`config.mk`:
```
export PLATFORM = sky130hd
export DESIGN_NAME = serial_less_than
export DESIGN_NICKNAME = d
export VERILOG_FILES = /design/src/rtl/serial_less_than.sv
export SDC_FILE = /design/constraint.sdc
export NUM_CORES = 1
export LEC_CHECK = 0
export BUFFER_PORTS_ARGS = -buffer_cell sky130_fd_sc_hd__buf_2
export CAP_MARGIN = 25
export CORE_ASPECT_RATIO = 1.75
export CORE_MARGIN = 10
export CORE_UTILIZATION = 25
export DETAILED_ROUTE_END_ITERATION = 10
export GPL_ROUTABILITY_DRIVEN = 0
export HOLD_SLACK_MARGIN = 0.1
export REMOVE_ABC_BUFFERS = 1
export SLEW_MARGIN = 20
export SYNTH_ARGS = -nofsm -noshare
export SYNTH_HDL_FRONTEND = slang
export SYNTH_SLANG_ARGS = --single-unit
```
`constraint.sdc`:
```
create_clock -name clk -period 2 [get_ports clk]
set_input_delay 0.3 -clock clk [delete_from_list [all_inputs] [get_ports clk]]
set_output_delay 0.3 -clock clk [all_outputs]
set_load 0.05 [all_outputs]
```
`src/rtl/serial_less_than.sv`:
```
// Bit-serial unsigned comparator: subtracts b from a one bit per clock, LSB first,
// and reports the difference together with less-than and equal flags.
module serial_less_than #(
    parameter int N = 8
) (
    input  logic         clk,
    input  logic         rst_n,
    input  logic         in_valid,
    output logic         in_ready,
    input  logic [N-1:0] a,
    input  logic [N-1:0] b,
    output logic         out_valid,
    input  logic         out_ready,
    output logic [N-1:0] diff,
    output logic         less,
    output logic         equal
);

    localparam int CW = $clog2(N);

    typedef enum logic [1:0] {
        IDLE,
        BUSY,
        DONE
    } state_t;

    state_t         state_q, state_d;
    logic [N-1:0]   aShift_q, bShift_q, diffShift_q, diffShift_d;
    logic           borrow_q, borrow_d;
    logic           nonzero_q, nonzero_d;
    logic [CW-1:0]  cnt_q;
    logic [N-1:0]   diff_q;
    logic           less_q, equal_q;
    logic           lastBit;
    logic           bitDiff;

    assign lastBit = (cnt_q == CW'(N - 1));

    always_ff @(posedge clk or negedge rst_n) begin
        if (!rst_n) begin
            state_q <= IDLE;
        end else begin
            state_q <= state_d;
        end
    end

    always_comb begin
        state_d = state_q;
        case (state_q)
            IDLE:    if (in_valid) state_d = BUSY;
            BUSY:    if (lastBit) state_d = DONE;
            DONE:    if (out_ready) state_d = IDLE;
            default: state_d = IDLE;
        endcase
    end

    always_comb begin
        in_ready  = (state_q == IDLE);
        out_valid = (state_q == DONE);
    end

    // One full-subtractor step on the current operand LSBs
    always_comb begin
        bitDiff     = aShift_q[0] ^ bShift_q[0] ^ borrow_q;
        borrow_d    = (~aShift_q[0] & bShift_q[0]) | (~(aShift_q[0] ^ bShift_q[0]) & borrow_q);
        diffShift_d = {bitDiff, diffShift_q[N-1:1]};
        nonzero_d   = nonzero_q | bitDiff;
    end

    // Result registers are loaded only on completion, so an aborted run leaves no trace
    always_ff @(posedge clk or negedge rst_n) begin
        if (!rst_n) begin
            aShift_q    <= '0;
            bShift_q    <= '0;
            diffShift_q <= '0;
            borrow_q    <= 1'b0;
            nonzero_q   <= 1'b0;
            cnt_q       <= '0;
            diff_q      <= '0;
            less_q      <= 1'b0;
            equal_q     <= 1'b0;
        end else begin
            case (state_q)
                IDLE: begin
                    if (in_valid) begin
                        aShift_q    <= a;
                        bShift_q    <= b;
                        diffShift_q <= '0;
                        borrow_q    <= 1'b0;
                        nonzero_q   <= 1'b0;
                        cnt_q       <= '0;
                    end
                end
                BUSY: begin
                    aShift_q    <= aShift_q >> 1;
                    bShift_q    <= bShift_q >> 1;
                    diffShift_q <= diffShift_d;
                    borrow_q    <= borrow_d;
                    nonzero_q   <= nonzero_d;
                    cnt_q       <= cnt_q + CW'(1);
                    if (lastBit) begin
                        diff_q  <= diffShift_d;
                        less_q  <= borrow_d;
                        equal_q <= ~nonzero_d;
                    end
                end
                default: begin
                end
            endcase
        end
    end

    assign diff  = diff_q;
    assign less  = less_q;
    assign equal = equal_q;

endmodule

```
* Word level (Yosys, flattened, before mapping)
Cells that the tools add are included.
Cells by class: $add $sub $neg 1, $mul 0, divide/modulo/power cells 0, order comparisons 0, equality and inequality tests 6, shift operators 0, multiplexer cells 15, bitwise logic cells 9, reduce and logical (&&, ||, !) cells 5
Operator list (number):
- $pmux 8 s2 | 3
- $mux 8 | 3
- $mux 2 | 3
- $pmux 2 s3 | 1
- $pmux 3 s2 | 1
- $ne 2x2->1 const B | 2
- $pmux 1 s2 | 2
- $reduce_and 2->1 | 2
- $add 3x1->3 const B | 1
- $eq 3x3->1 const B | 1
- $mux 3 | 1
- $not 1->1 | 3
- $reduce_and 3->1 | 1
- $and 1x1->1 | 2
- $eq 2x1->1 const B | 1
- $eq 2x2->1 const B | 1
- $logic_not 2->1 | 1
- $ne 2x1->1 const B | 1
- $or 1x1->1 | 2
- $reduce_bool 2->1 | 1
- $xor 1x1->1 | 2
- $mux 1 | 1
Word-level totals: flip-flop bits (word level) 41, bits in latches 0, bits in writable memories 0, memory bits (read-only) 0, input port bits 20, output and inout bits 12, logic and storage cells 46, memories 0

* Logic depth before layout (Yosys ltp)
Gate-level depths: netlist (run 1).
depth in word-level cells 5, mapped depth 6, mapped depth without buffers 5

* Worst setup path after synthesis (run 1)
No wires, ideal clock.
path type register -> output, start point register state_q[1], end point output out_valid, arrival 1.485 ns, data required time 1.700 ns, path slack 0.215 ns, stages on the path, launching flop included 5, buffers on the path 2, path through dfrtp_1 buf_6 clkinv_1 clkbuf_1 nor2_1
On the way: cells in the longest elaborated chain, start to end 1
RTL lines:
- from (decl) | RTL line 27 | state_t state_q, state_d;
- from (signal assigned) | RTL line 43 | state_q <= state_d;
- $eq 2x2->1 | RTL line 59 | out_valid = (state_q == DONE);
- to (decl) | RTL line 12 | output logic out_valid,
Every way passes these cells.

* Final worst setup path (run 1)
start point register state_q[0], end point output in_ready
On the way: cells in the longest elaborated chain, start to end 1
RTL lines:
- $logic_not 2->1 | RTL line 58 | in_ready = (state_q == IDLE);
- to (decl) | RTL line 9 | output logic in_ready,
Every way passes these cells.

==> results of run 1 <==
==> kinds of logic (layout without fill, tap and decap cells) <==
| kind of cell | after synthesis | in the layout | synth area share (%) |
|---|---|---|---|
| AOI/OAI and AO/OA | 49 | 49 | 19.7 |
| adders and majority gates | 3 | 3 | 2.67 |
| buffers and inverters | 13 | 46 | 4.83 |
| DFF | 40 | 40 | 59.4 |
| muxes | 8 | 8 | 6.46 |
| and+or+nand+nor | 23 | 23 | 6.91 |
==> final timing paths <==
kind                       startpoint          end  depth (start not counted)
min in group clk            out_ready   state_q[1]                          2
hold reg to reg                 equal        equal                          2
hold / removal                  rst_n      diff[6]                          2
setup reg to reg             cnt_q[0]      diff[0]                          4
setup / recovery           state_q[0]     in_ready                          2
max in group asynchronous       rst_n  aShift_q[6]                          2
==> per-stage QoR <==
stage | instances | hold WS [ns] | setup slack (ns) | total power [mW]
finish | 251 | 0.0789 | 0.326 | 3.75
global placement | 243 | 0.390 | 0.545 | 2.79
global route | 251 | 0.138 | 0.236 | 3.98
CTS | 251 | 0.100 | 0.293 | 3.80
floorplan | 128 | 0.00441 | 0.217 | 2.44
detailed placement | 243 | 0.396 | 0.525 | 2.82
==> layer usage <==
metal | vias up | GRT usage (%) | wire length [um]
met5 | - | 0 | 0
met4 | 0 | 3.62 | 63
met3 | 7 | 2.93 | 311
met2 | 33 | 11.4 | 1780
met1 | 544 | 8.60 | 1620
li1 | 563 | - | -
==> state kept, by name, indices dropped and copies added (netlist names) <==
signal and count:
aShift_q 8, bShift_q 8, borrow_q 1, cnt_q 3, diff 8, diffShift_q 7, equal 1, less 1
nonzero_q 1, state_q 2
==> cells in the mapped netlist, drive strengths merged <==
cell type,count,area share [%]
mux2,8,6.5
clkbuf,1,0.22
o22ai,14,5.2
a22oi,1,0.45
o21bai,1,0.67
nor2,15,3.5
clkinv,1,0.22
o21ai,4,1.2
nand2b,2,0.89
inv,4,0.89
o31ai,2,0.89
o21ba,1,0.59
o221a,1,0.67
a21oi,14,4.2
ha,2,1.5
dfrtp,40,59
nand3b,2,1.6
a32o,2,1.2
fa,1,1.2
buf,7,3.5
a22o,9,4.7
nand2,4,0.89
==> power breakdown <==
group / internal (mW) / leakage, nW / switching (mW)
registers: 1.17 / 0.495 / 0.231
logic: 0.544 / 0.416 / 0.844
clock network: 0.656 / 0.0901 / 0.304
==> worst reg2reg max path, stage by stage (launching register included) <==
cell and delay, ns:
dfrtp_1 0.39, ha_1 0.20, ha_1 0.22, nand3b_4 0.20, mux2_2 0.36
==> area by class of cell <==
class / count / area (um^2) / share of cell area [%]
Inverter: 5 / 18.8 / 0.904
Multi-Input combinational cell: 83 / 602 / 29.0
Clock buffer: 7 / 153 / 7.35
Timing Repair Buffer: 33 / 170 / 8.19
Clock inverter: 1 / 30.0 / 1.45
Tap cell: 82 / 103 / 4.94
Sequential cell: 40 / 1000 / 48.2
==> layout by cell type, fill, tap and decap left out, drive strengths merged <==
master / Yosys / routed
a21oi: 14 / 14
a22o: 9 / 9
a22oi: 1 / 1
a32o: 2 / 2
buf: 7 / 33
bufinv: 0 / 1
clkbuf: 1 / 7
clkinv: 1 / 1
dfrtp: 40 / 40
fa: 1 / 1
ha: 2 / 2
inv: 4 / 4
mux2: 8 / 8
nand2: 4 / 4
nand2b: 2 / 2
nand3b: 2 / 2
nor2: 15 / 15
o21ai: 4 / 4
o21ba: 1 / 1
o21bai: 1 / 1
o221a: 1 / 1
o22ai: 14 / 14
o31ai: 2 / 2
==> reports/qor.yml, run 1 <==
outcome: "finished, final reports clean"
cts_hold_buf: 0
worst_pin_slew_ns: 0.585
cts_tree: "built"
grt_pass1_wl_um: 6070
die_w_um: 82.0
yosysSeqAreaShare_pct: 59.4
numClockSinks: 40
critPathKind: "register to output port"
fin_tns_setup_ns: 0
crit_path_max_fanout: 10
core_area_mm2: 0.00654
root_buffer: "clkbuf_16"
cts_buffers: 5
ys_ff_latch: 40
endpoint_kind: "output port"
final_antenna_net_count: 0
period_share_pct: 83.7
worstPathRequired_ns: 1.70
clock_skew_ns: 0.00404
min-delay-path-class: "input pin to async pin"
syn_inst: 136
yosys_warnings: 0
via_per_inst: 4.57
design_area_mm2: 0.00208
fillers: 695
worst_path_max_delay_cell: "dfrtp_1"
die-area_mm2: 0.0105
gr-usage-all-layers_pct: 7.40
ir_drop_mv: 0.511
setup_viol: 0
grt_max_degree: 41
path_delay_family: "flip-flops"
finalHoldViolations: 0
yosysUniqueCellTypes: 29
drt_first_iter_violations: 57
row_count: 39
power_density_mw_per_mm2: 1800
vias: 1147
critPathArrivalTime_ns: 1.37
path_cells: "nor2_1, buf_2"
leakage_nw: 1.00
post-route-min-period_ns: 1.67
nNetsFinal: 191
critPathLaunchType: "register"
port-buffer-count: 31
grt.overflow.total: 0
die_height_um: 129
wl_per_cell_um: 15.0
diodes: 0
cts_resized: 0
drive_gt1_share_pct: 33.1
pin_count: 32
placed_area_mm2: 0.00189
hpwlAfterDp_um: 2660
path_clk_slew_ns: 0.06
fmax_mhz: 597
htreeDepth: 2
slew_headroom_pct: 61.0
regToRegSetupSlack_ns: 0.53
areaGrowthSynthToFinish_pct: 23.3
clk_latency_ns: 0.28
grt_pass1_vias: 1250
drv_cap: 0
crit_buf_inv: 1
wl_um: 3770
slew_violations: 0
max_stage_delay_ns: 0.50
clockBufferDepth: 2
grt_setup_unrepaired: "false"
drcViolationCount: 0
start_util_pct: 25.8
synthesis.area_mm2: 0.00168
postLayoutCoreUtil_pct: 31.8
antenna_found_initial: 0
first_pass_iters: 5
post-cts-setup-buffers: 0
synth.avg_cell_area_um2: 12.4
Power figures use the tool's default switching activity.
==> run 2: changes to the inputs <==
- clock period: 2 -> 1.4 ns (I/O delays scaled with it)
==> run 2 against run 1 <==
  * Critical path type unchanged
  * Clock power rose by 50%
  * Sequential power rose by 44%
  * Sequential share of layout area fell by 3.3 points
  * Register-to-register slack got worse by 0.47 ns
  * Hold slack improved by 0.050 ns
  * Combinational power rose by 59%
  * Clock skew barely moved
==> reports/qor.yml, run 2 (synthesized netlist as in run 1, its figures left out) <==
antenna_found_initial: 0  # unchanged
htreeDepth: 2  # unchanged
grt.overflow.total: 0  # unchanged
leakage_nw: 1.07  # +7.2%
numClockSinks: 40  # unchanged
diodes: 0  # unchanged
layoutNonFillerInstCount: 264  # +5.2%
die-area_mm2: 0.0105  # unchanged
first_pass_iters: 4  # -1
clock_skew_ns: 0.00411  # +0.0000735 ns
die_w_um: 82.0  # unchanged
grt_setup_unrepaired: "false"
critPathArrivalTime_ns: 1.14  # -0.23 ns
hpwlAfterDp_um: 2750  # +3.5%
grt_pass1_wl_um: 6330  # +4.4%
start_util_pct: 25.8  # unchanged
crit_path_max_fanout: 11  # +1
core_area_mm2: 0.00654  # unchanged
grt_max_degree: 41  # unchanged
worst_path_max_delay_cell: "dfrtp_2"
port-buffer-count: 31  # unchanged
critPathKind: "register to output port"
grt_pass1_vias: 1240  # -0.80%
wl_um: 3930  # +4.1%
worstPathRequired_ns: 1.19  # -0.51 ns
path_cells: "nor2_2, buf_6"
cts_tree: "built"
die_height_um: 129  # unchanged
drv_cap: 0  # unchanged
worst_pin_slew_ns: 0.507  # -0.0781 ns
vias: 1234  # +7.6%
whs_ns: 0.129  # +0.0503 ns
via_per_inst: 4.67  # +2.3%
period_share_pct: 96.7
clockBufferDepth: 2  # unchanged
max_stage_delay_ns: 0.52  # +0.02 ns
clk_latency_ns: 0.28  # about the same
path_clk_slew_ns: 0.06  # about the same
fmax_mhz: 739
drt_first_iter_violations: 49  # -14%
outcome: "finished, final reports clean"
root_buffer: "clkbuf_16"
nNetsFinal: 205  # +7.3%
pin_count: 32  # unchanged
critPathLaunchType: "register"
areaGrowthSynthToFinish_pct: 32.8
final_cell_mix: "dfrtp_1, buf_2, o22ai_1, a21oi_1, buf_4"
dp_cells: 253  # +4.1%
drcViolationCount: 0  # unchanged
final_antenna_net_count: 0  # unchanged
gr-usage-all-layers_pct: 7.71  # +0.32 points
slew_violations: 0  # unchanged
ir_drop_mv: 1.02  # +99%
post-route-min-period_ns: 1.35
setup_viol: 0  # unchanged
slew_headroom_pct: 66.2  # +5.2 points
cts_buffers: 5  # unchanged
power_density_mw_per_mm2: 2540  # +41%
wl_per_cell_um: 14.9  # -1.0%
row_count: 39  # unchanged
endpoint_kind: "output port"
min-delay-path-class: "input pin to register"
finalHoldViolations: 0  # unchanged
drive_gt1_share_pct: 41.8  # +8.6 points
final_common_cell: "dfrtp_1"
==> run 2: layout make-up <==
class	count	area (um^2)
clock inverter	2	60.1
timing repair buffer	46	283
fill	660	4300
multi-input combinational	84	644
inverter	5	18.8
sequential	40	1000
tap	82	103
clock buffer	5	125
==> run 2: final timing paths <==
check | startpoint | end | slack [ns] | cells past startpoint
hold / removal | out_ready | state_q[1] | 0.13 | 2
max in group asynchronous | rst_n | state_q[1] | 0.50 | 3
hold reg to reg | less | less | 0.49 | 2
setup reg to reg | cnt_q[0] | diff[1] | 0.06 | 4
min in group asynchronous | rst_n | diffShift_q[7] | 0.51 | 3
setup / recovery | state_q[0] | in_ready | 0.05 | 2
==> run 2: per-stage QoR <==
step                total power [mW]  setup WS (ns)  instance area, um^2  TNS [ns]  utilization (%)
global placement                4.13        -0.0281                 1970   -0.0836             30.1
finish                          5.68         0.0461                 2240         0             34.2
CTS                             5.72        0.00293                 2220         0             33.9
global route                    6.04       0.000752                 2240         0             34.2
floorplan                       3.49         -0.293                 1620    -0.992                -
detailed placement              4.17        -0.0554                 1970    -0.232             30.1
==> run 2: power by group <==
part	leakage, nW	total [mW]	switching [mW]	internal (mW)
clock network	0.0899	1.44	0.434	1.01
registers	0.493	2.02	0.354	1.67
logic	0.490	2.21	1.24	0.972
total	1.07	5.68	2.03	3.65
==> run 2: layer usage <==
metal  vias to the layer above  wire [um]  part of all wire, %  GRT usage (%)
li1                        594          -                    -              -
met4                         0         73                  1.9           3.32
met5                         -          0                    0              0
met2                        29       1890                   48           11.7
met3                         7        287                  7.3           3.14
met1                       604       1670                   43           9.35
==> run 2: worst max-delay path: cells and delay by family, from the launching register on <==
family	cells	cell delay [ns]
flip-flops	1	0.52
buffers and inverters	1	0.18
AND/OR/NAND/NOR	1	0.17
==> run 2: timing repair <==
action                                  4_1_cts  5_1_grt
endpoints found under the setup margin       11        6
hold buffers                                  1        0
resized for setup                            11        3
endpoints found under the hold margin        40        0
gates cloned                                  1        0
setup buffers                                 0        2
